[config.mk]
export PLATFORM = sky130hd
export DESIGN_NAME = pipe_buf_stage
export DESIGN_NICKNAME = d
export VERILOG_FILES = /design/src/rtl/pipe_buf_stage.sv
export SDC_FILE = /design/constraint.sdc
export NUM_CORES = 1
export LEC_CHECK = 0
export ABC_CLOCK_PERIOD_IN_PS = 3700
export CORE_UTILIZATION = 50
export DETAILED_ROUTE_END_ITERATION = 6
export HOLD_SLACK_MARGIN = 0.03
export PLACE_DENSITY_LB_ADDON = 0.2
export SLEW_MARGIN = 20
export SYNTH_ARGS = -nofsm -noshare
export SYNTH_HDL_FRONTEND = slang
export SYNTH_SLANG_ARGS = --single-unit
[constraint.sdc]
create_clock -name clk -period 3.7 [get_ports clk]
set_clock_uncertainty 0.1 [all_clocks]
set_input_delay 0.74 -clock clk [delete_from_list [all_inputs] [get_ports clk]]
set_output_delay 0.74 -clock clk [all_outputs]
set_load 0.02 [all_outputs]
[src/rtl/pipe_buf_stage.sv]
// -----------------------------------------------------------------------------
// pipe_buf_stage
//
// Generic pipeline buffer stage with a valid/ready handshake, used between
// processor stages in place of fixed stage registers. The payload is any packed
// stage struct, passed flat as DATA_W bits.
//
// SKID=1 gives a 2-entry skid buffer. in_ready is registered, so there is no
// combinational path from out_ready to in_ready.
// SKID=0 gives a single register. in_ready is combinational:
// !main_valid | out_ready.
//
// Flush and reset both empty the stage and load NOP_PAYLOAD, the bubble, into
// the head slot.
//
// Optional build macro PIPE_BUF_STAGE_STATS_EN adds two saturating counters:
//   stall_cnt  cycles with out_valid & !out_ready
//   flush_cnt  edges where flush_i=1 while the stage held entries
//
// Ports:
//   clk        in   clock, rising edge
//   reset_n    in   synchronous active-low reset
//   flush_i    in   synchronous kill of all held entries
//   in_valid   in   upstream entry valid
//   in_ready   out  stage can accept this cycle
//   in_data    in   [DATA_W] upstream payload
//   out_valid  out  out_data holds a live entry
//   out_ready  in   downstream accepts this cycle
//   out_data   out  [DATA_W] head payload
//   occupancy  out  [2] live entries held (0..2)
//   stall_cnt  out  [32] (PIPE_BUF_STAGE_STATS_EN only)
//   flush_cnt  out  [16] (PIPE_BUF_STAGE_STATS_EN only)
// -----------------------------------------------------------------------------
module pipe_buf_stage #(
    parameter int                DATA_W      = 32,
    parameter int                SKID        = 1,
    parameter logic [DATA_W-1:0] NOP_PAYLOAD = '0
) (
    input  logic              clk,
    input  logic              reset_n,
    input  logic              flush_i,
    input  logic              in_valid,
    output logic              in_ready,
    input  logic [DATA_W-1:0] in_data,
    output logic              out_valid,
    input  logic              out_ready,
    output logic [DATA_W-1:0] out_data,
`ifdef PIPE_BUF_STAGE_STATS_EN
    output logic [31:0]       stall_cnt,
    output logic [15:0]       flush_cnt,
`endif
    output logic [1:0]        occupancy
);

    logic              main_valid_q, main_valid_d;
    logic [DATA_W-1:0] main_data_q,  main_data_d;
    logic              skid_valid_q, skid_valid_d;
    logic [DATA_W-1:0] skid_data_q,  skid_data_d;
    logic              in_ready_q,   in_ready_d;
    logic [1:0]        occupancy_q,  occupancy_d;

    logic accept;
    logic take;

    // With SKID=0 the skid slot never fills, so its registers stay constant
    // and synthesis trims them away.
    assign in_ready  = (SKID != 0) ? in_ready_q : (!main_valid_q || out_ready);
    assign accept    = in_valid && in_ready;
    assign take      = main_valid_q && out_ready;
    assign out_valid = main_valid_q;
    assign out_data  = main_data_q;
    assign occupancy = occupancy_q;

    always_comb begin
        main_valid_d = main_valid_q;
        main_data_d  = main_data_q;
        skid_valid_d = skid_valid_q;
        skid_data_d  = skid_data_q;

        if (flush_i) begin
            // A take in this cycle still completes downstream.
            // A same-cycle accept is dropped.
            main_valid_d = 1'b0;
            main_data_d  = NOP_PAYLOAD;
            skid_valid_d = 1'b0;
        end else if (SKID != 0) begin
            if (!main_valid_q || take) begin
                // The head slot frees up. The skid entry is older than the
                // incoming word, so it moves into the head first to keep the
                // stage FIFO-ordered.
                if (skid_valid_q) begin
                    main_valid_d = 1'b1;
                    main_data_d  = skid_data_q;
                    if (accept) begin
                        skid_valid_d = 1'b1;
                        skid_data_d  = in_data;
                    end else begin
                        skid_valid_d = 1'b0;
                    end
                end else if (accept) begin
                    main_valid_d = 1'b1;
                    main_data_d  = in_data;
                end else begin
                    main_valid_d = 1'b0;
                end
            end else if (accept) begin
                // The head is stalled, so the new word parks in the skid slot.
                skid_valid_d = 1'b1;
                skid_data_d  = in_data;
            end
        end else begin
            if (accept) begin
                main_valid_d = 1'b1;
                main_data_d  = in_data;
            end else if (take) begin
                main_valid_d = 1'b0;
            end
        end

        // The registered ready looks ahead at the next skid state.
        // A free skid slot guarantees room for one more word next cycle.
        in_ready_d  = !skid_valid_d;
        occupancy_d = {1'b0, main_valid_d} + {1'b0, skid_valid_d};
    end

    always_ff @(posedge clk) begin
        if (!reset_n) begin
            main_valid_q <= 1'b0;
            main_data_q  <= NOP_PAYLOAD;
            skid_valid_q <= 1'b0;
            skid_data_q  <= NOP_PAYLOAD;
            in_ready_q   <= 1'b1;
            occupancy_q  <= 2'd0;
        end else begin
            main_valid_q <= main_valid_d;
            main_data_q  <= main_data_d;
            skid_valid_q <= skid_valid_d;
            skid_data_q  <= skid_data_d;
            in_ready_q   <= in_ready_d;
            occupancy_q  <= occupancy_d;
        end
    end

`ifdef PIPE_BUF_STAGE_STATS_EN
    logic [31:0] stall_cnt_q, stall_cnt_d;
    logic [15:0] flush_cnt_q, flush_cnt_d;

    always_comb begin
        stall_cnt_d = stall_cnt_q;
        flush_cnt_d = flush_cnt_q;
        if (main_valid_q && !out_ready && (stall_cnt_q != 32'hFFFF_FFFF)) begin
            stall_cnt_d = stall_cnt_q + 32'd1;
        end
        if (flush_i && (occupancy_q != 2'd0) && (flush_cnt_q != 16'hFFFF)) begin
            flush_cnt_d = flush_cnt_q + 16'd1;
        end
    end

    // Flush does not clear these counters; only reset does.
    always_ff @(posedge clk) begin
        if (!reset_n) begin
            stall_cnt_q <= 32'd0;
            flush_cnt_q <= 16'd0;
        end else begin
            stall_cnt_q <= stall_cnt_d;
            flush_cnt_q <= flush_cnt_d;
        end
    end

    assign stall_cnt = stall_cnt_q;
    assign flush_cnt = flush_cnt_q;
`endif

endmodule

Yosys cells after proc, flatten, opt, wreduce, memory -nomap -nowiden
Cells that the tools add are included.
- memory bits (read-only): 0
- latch bits: 0
- input bits: 37
- output and inout bits: 36
- memories kept: 0
- bits in writable memories: 0
- bits in registers: 69
- mux-type cells: 13
- reduce and logical (&&, ||, !) cells: 9
- order comparisons: 0
- $mul: 0
- div/mod/pow operators: 0
- add/sub/neg operators: 1
- bitwise logic cells: 2
- equal/unequal tests: 1
- shift operators: 0
- operators with widths (kind ; number):
    $mux W32 ; 5
    $mux W1 ; 8
    $reduce_and A2 Y1 ; 2
    $add A1 B1 Y2 ; 1
    $logic_and A1 B1 Y1 ; 2
    $logic_not A1 Y1 ; 2
    $ne A2 B2 Y1 const B ; 1
    $not A1 Y1 ; 2
    $reduce_bool A2 Y1 ; 1
    $reduce_or A2 Y1 ; 1
    $logic_or A1 B1 Y1 ; 1

Longest topological paths before layout
- depth after elaboration: 6
- gate-level depth with buffers: 6

Worst setup path after synthesis
OpenSTA, ideal clock, no wires.
- path type: input-to-reg
- start point: input out_ready
- end point: register occupancy_q[0] (netlist: occupancy[0])
- path buffers: 1
- data arrival time: 1.793 ns
- path slack: 1.693 ns
- stages: 6
- data required time: 3.485 ns
- path through: nand2b_4 -> buf_6 -> maj3_1 -> nor2_1 -> ha_1 -> and2_1
- longest elaborated chain between the ends: 5
- ends and longest elaborated chain (item ; RTL line ; text):
    start, declared ; 46 ; input logic out_ready,
    $logic_and A1 B1 Y1 ; 69 ; assign take = main_valid_q && out_ready;
    $logic_or A1 B1 Y1 ; 87 ; if (!main_valid_q || take) begin
    $mux W1 ; 87 ;
    $mux W1 ; 80 ; if (flush_i) begin
    named net skid_valid_d ; 57 ; logic skid_valid_q, skid_valid_d;
    $add A1 B1 Y2 ; 123 ; occupancy_d = {1'b0, main_valid_d} + {1'b0, skid_valid_d};
    named net occupancy_d[0] ; 60 ; logic [1:0] occupancy_q, occupancy_d;
    end signal, assigned ; 140 ; occupancy_q <= occupancy_d;
    end, declared ; 60 ;
The timed path passes the listed nets, and every way through them passes these cells.
A chain may end at the register's enable or synchronous reset.

Final worst setup path
- start point: input out_ready
- end point: register skid_data_q[7]
- longest elaborated chain between the ends: 4
- ends and longest elaborated chain (item ; RTL line ; text):
    $logic_and A1 B1 Y1 * ; 69 ;
    $logic_or A1 B1 Y1 * ; 87 ;
    $ne A2 B2 Y1 (no line) ; -- ;
    $reduce_and A2 Y1 (no line) ; -- ;
    end signal, assigned ; 138 ; skid_data_q <= skid_data_d;
    end, declared ; 58 ; logic [DATA_W-1:0] skid_data_q, skid_data_d;
Every way passes the cells marked *; elsewhere a longest branch is shown, timed or not.

==> flow_summary.toml <==
[run_status]
outcome = "complete, no violations"

[finish]
synthToLayoutAreaGrowth_pct = 29.0
fill_cells = 492
diodes = 0
nets = 404
utilization = 0.675
layout-drive-gt1-share = 0.157

[synth]
syn-num-nets = 344
synth_warnings = 0
synth_seq_area_share = 0.443
syn-cell-area_sq_um = 3120
avgSynthCellArea_sq_um = 10.2
synth_cells = 306
ys_types = 22
ys_ff_latch = 69

[power]
internal-power_mw = 1.26
power.density_nw_per_um2 = 414
combPwrFrac = 0.133
total_leakage_power_nw = 1.34
sw_frac_of_total = 0.244
clkPwrFrac = 0.401
ir_drop_mv = 0.280
switchingPower_uw = 406
pwr-share-seq = 0.466

[timing]
setup-tns-final_ns = 0
finalSetupViolCount = 0
drv_slew = 0
setup_slack_ns = 1.27
hold_violations = 0
rsz0062_at_grt = "false"
slew_headroom = 0.534
min_period_over_period = 0.656
fin_crit_ns = 2.43
fmax_mhz = 412
worst_slew_pin_slew_ns = 0.700

[route]
post_drt_wl_per_cell_microns = 14.9
wl_mm = 6.64
drtIter0Drc = 108
via_per_inst = 5.37
num_vias = 2391
drc = 0
antenna_left = 0
drtPass1Iterations = 4

[worst_setup_path]
timing.rr.start = "out_valid$_SDFF_PN0_"
r2r-end = "skid_data_q[7]$_SDFFE_PN0P_"
crit_required_ns = 3.87
endpoint_kind = "register"
regToRegSetupSlack_ns = 1.78
worst_ep_arrival_time_ns = 2.60
critical_path_class = "in -> reg"
cp-start-kind = "input port"
cp_max_fo = 36
r2r_cells = 4

[grt]
grt_pass1_wl_mm = 10.7
overflow = 0
grt_max_degree = 68
grt.total_usage = 0.218
first_global_vias = 2302
antenna_found_initial = 0

[die]
rows = 28
ioPinCount = 73
dieArea_sq_um = 6550
core-area_sq_um = 5960
die_h_microns = 81.0
die_w_microns = 81.0
initial_core_util = 0.523

[worst_hold_path]
hold_end = "skid_data_q[13]$_SDFFE_PN0P_"
hold_start = "skid_data_q[13]$_SDFFE_PN0P_"
hold_path.class = "reg -> reg"
min_delay_path_depth = 2

[cts]
cts-resized-gates = 0
cts_hold_buf = 0
htreeDepth = 3
cts_setup_buffers = 0
clk_latency_ns = 0.34
cts_buffer_depth = 2
root_buffer = "clkbuf_8"
clk_pin_slew_ns = 0.07
cts_made_buffers = 9
cts_tree = "built"
cts.sinks = 69

[place]
io_buffers = 72
hpwlAfterDp_mm = 4.14
globalplace.congestion = 0.700
post-place-ws_ns = 0.926

[job]
drv_cap = 0
-- through the flow --
stage,cells,area (sq um),hold WS [ns],power (mW)
floorplan,306,3120,0.334,0.919
global placement,430,3810,0.341,1.01
detailed placement,430,3810,0.350,1.01
CTS,445,4020,0.362,1.68
global route,445,4020,0.379,1.73
finish,445,4020,0.359,1.67
-- power groups by stage --
| stage | sequential, mW | combinational (mW) | clock, mW |
|---|---|---|---|
| detailed placement | 0.792 | 0.222 | 0 |
| floorplan | 0.811 | 0.108 | 0 |
| finish | 0.776 | 0.221 | 0.668 |
| CTS | 0.776 | 0.223 | 0.682 |
| global placement | 0.793 | 0.218 | 0 |
| global route | 0.777 | 0.239 | 0.709 |
-- sequential cells by signal, summed over array words and instances (netlist names) --
register and cells:
in_ready 1, skid_data_q 32, skid_valid_q 1, occupancy 2
out_data 32, out_valid 1
-- cell families (layout without fill, tap and decap cells) --
family	Yosys count	in the layout	synth area share
simple gates	74	74	0.0971
mux	64	64	0.206
flops	69	69	0.443
buf+inv	30	94	0.0594
compound gates	67	67	0.187
fa+ha+maj	2	2	0.00723
-- synthesized netlist by cell type --
cell / n / area (sq um)
a211oi_1: 2 / 15.0
a211oi_2: 30 / 375
a211oi_4: 1 / 20.0
a21o_1: 1 / 7.51
a21oi_1: 32 / 160
a31oi_1: 1 / 6.26
and2_1: 4 / 25.0
buf_1: 3 / 11.3
buf_2: 7 / 35.0
buf_6: 4 / 45.0
buf_8: 3 / 45.0
clkbuf_1: 12 / 45.0
dfxtp_1: 69 / 1380
ha_1: 1 / 12.5
inv_2: 1 / 3.75
maj3_1: 1 / 10.0
mux2i_1: 64 / 641
nand2_1: 65 / 244
nand2b_1: 1 / 6.26
nand2b_4: 1 / 13.8
nor2_1: 2 / 7.51
or2_1: 1 / 6.26
-- layout by cell type (no fill, tap or decap), drive strengths merged --
master	netlist	layout
inv	1	1
buf	17	7
bufinv	0	2
dfxtp	69	69
maj3	1	1
clkinv	0	3
a31oi	1	1
nor2	2	2
and2	4	4
a21oi	32	32
nand2	65	65
a211oi	33	33
mux2i	64	64
ha	1	1
clkbuf	12	10
nand2b	2	2
or2	1	1
clkdlybuf4s50	0	71
a21o	1	1
-- per-layer routing --
layer,global-route usage,vias up,wire [microns],part of all wire
met5,0,-,0,0
met4,0.116,0,128,0.019
met3,0.0404,11,343,0.052
met2,0.365,68,3100,0.47
met1,0.265,1125,3070,0.46
li1,-,1187,-,-
-- final cells by class --
| type | instances | area, sq um | area share |
|---|---|---|---|
| clock buffers | 10 | 138 | 0.0342 |
| clock inverters | 5 | 75.1 | 0.0187 |
| inverters | 1 | 3.75 | 0.000934 |
| multi-input cells | 207 | 1550 | 0.387 |
| flip-flops and latches | 69 | 1380 | 0.344 |
| well taps | 75 | 93.8 | 0.0233 |
| repair buffers | 78 | 773 | 0.192 |
-- worst max-delay path by stage --
stage	start	end
2_1_floorplan	out_ready	occupancy[0]$_SDFF_PN0_
3_3_place_gp	out_ready	skid_data_q[20]$_SDFFE_PN0P_
3_5_place_dp	out_ready	skid_data_q[0]$_SDFFE_PN0P_
4_1_cts	out_ready	skid_data_q[4]$_SDFFE_PN0P_
5_1_grt	out_ready	skid_data_q[7]$_SDFFE_PN0P_
6_report	out_ready	skid_data_q[7]$_SDFFE_PN0P_
-- critical path: stages --
cell             delay, ns
clkdlybuf4s50_1       0.40
nand2b_4              0.35
a211oi_4              0.32
buf_4                 0.49
mux2i_1               0.24
(Power assumes the default switching activity.)
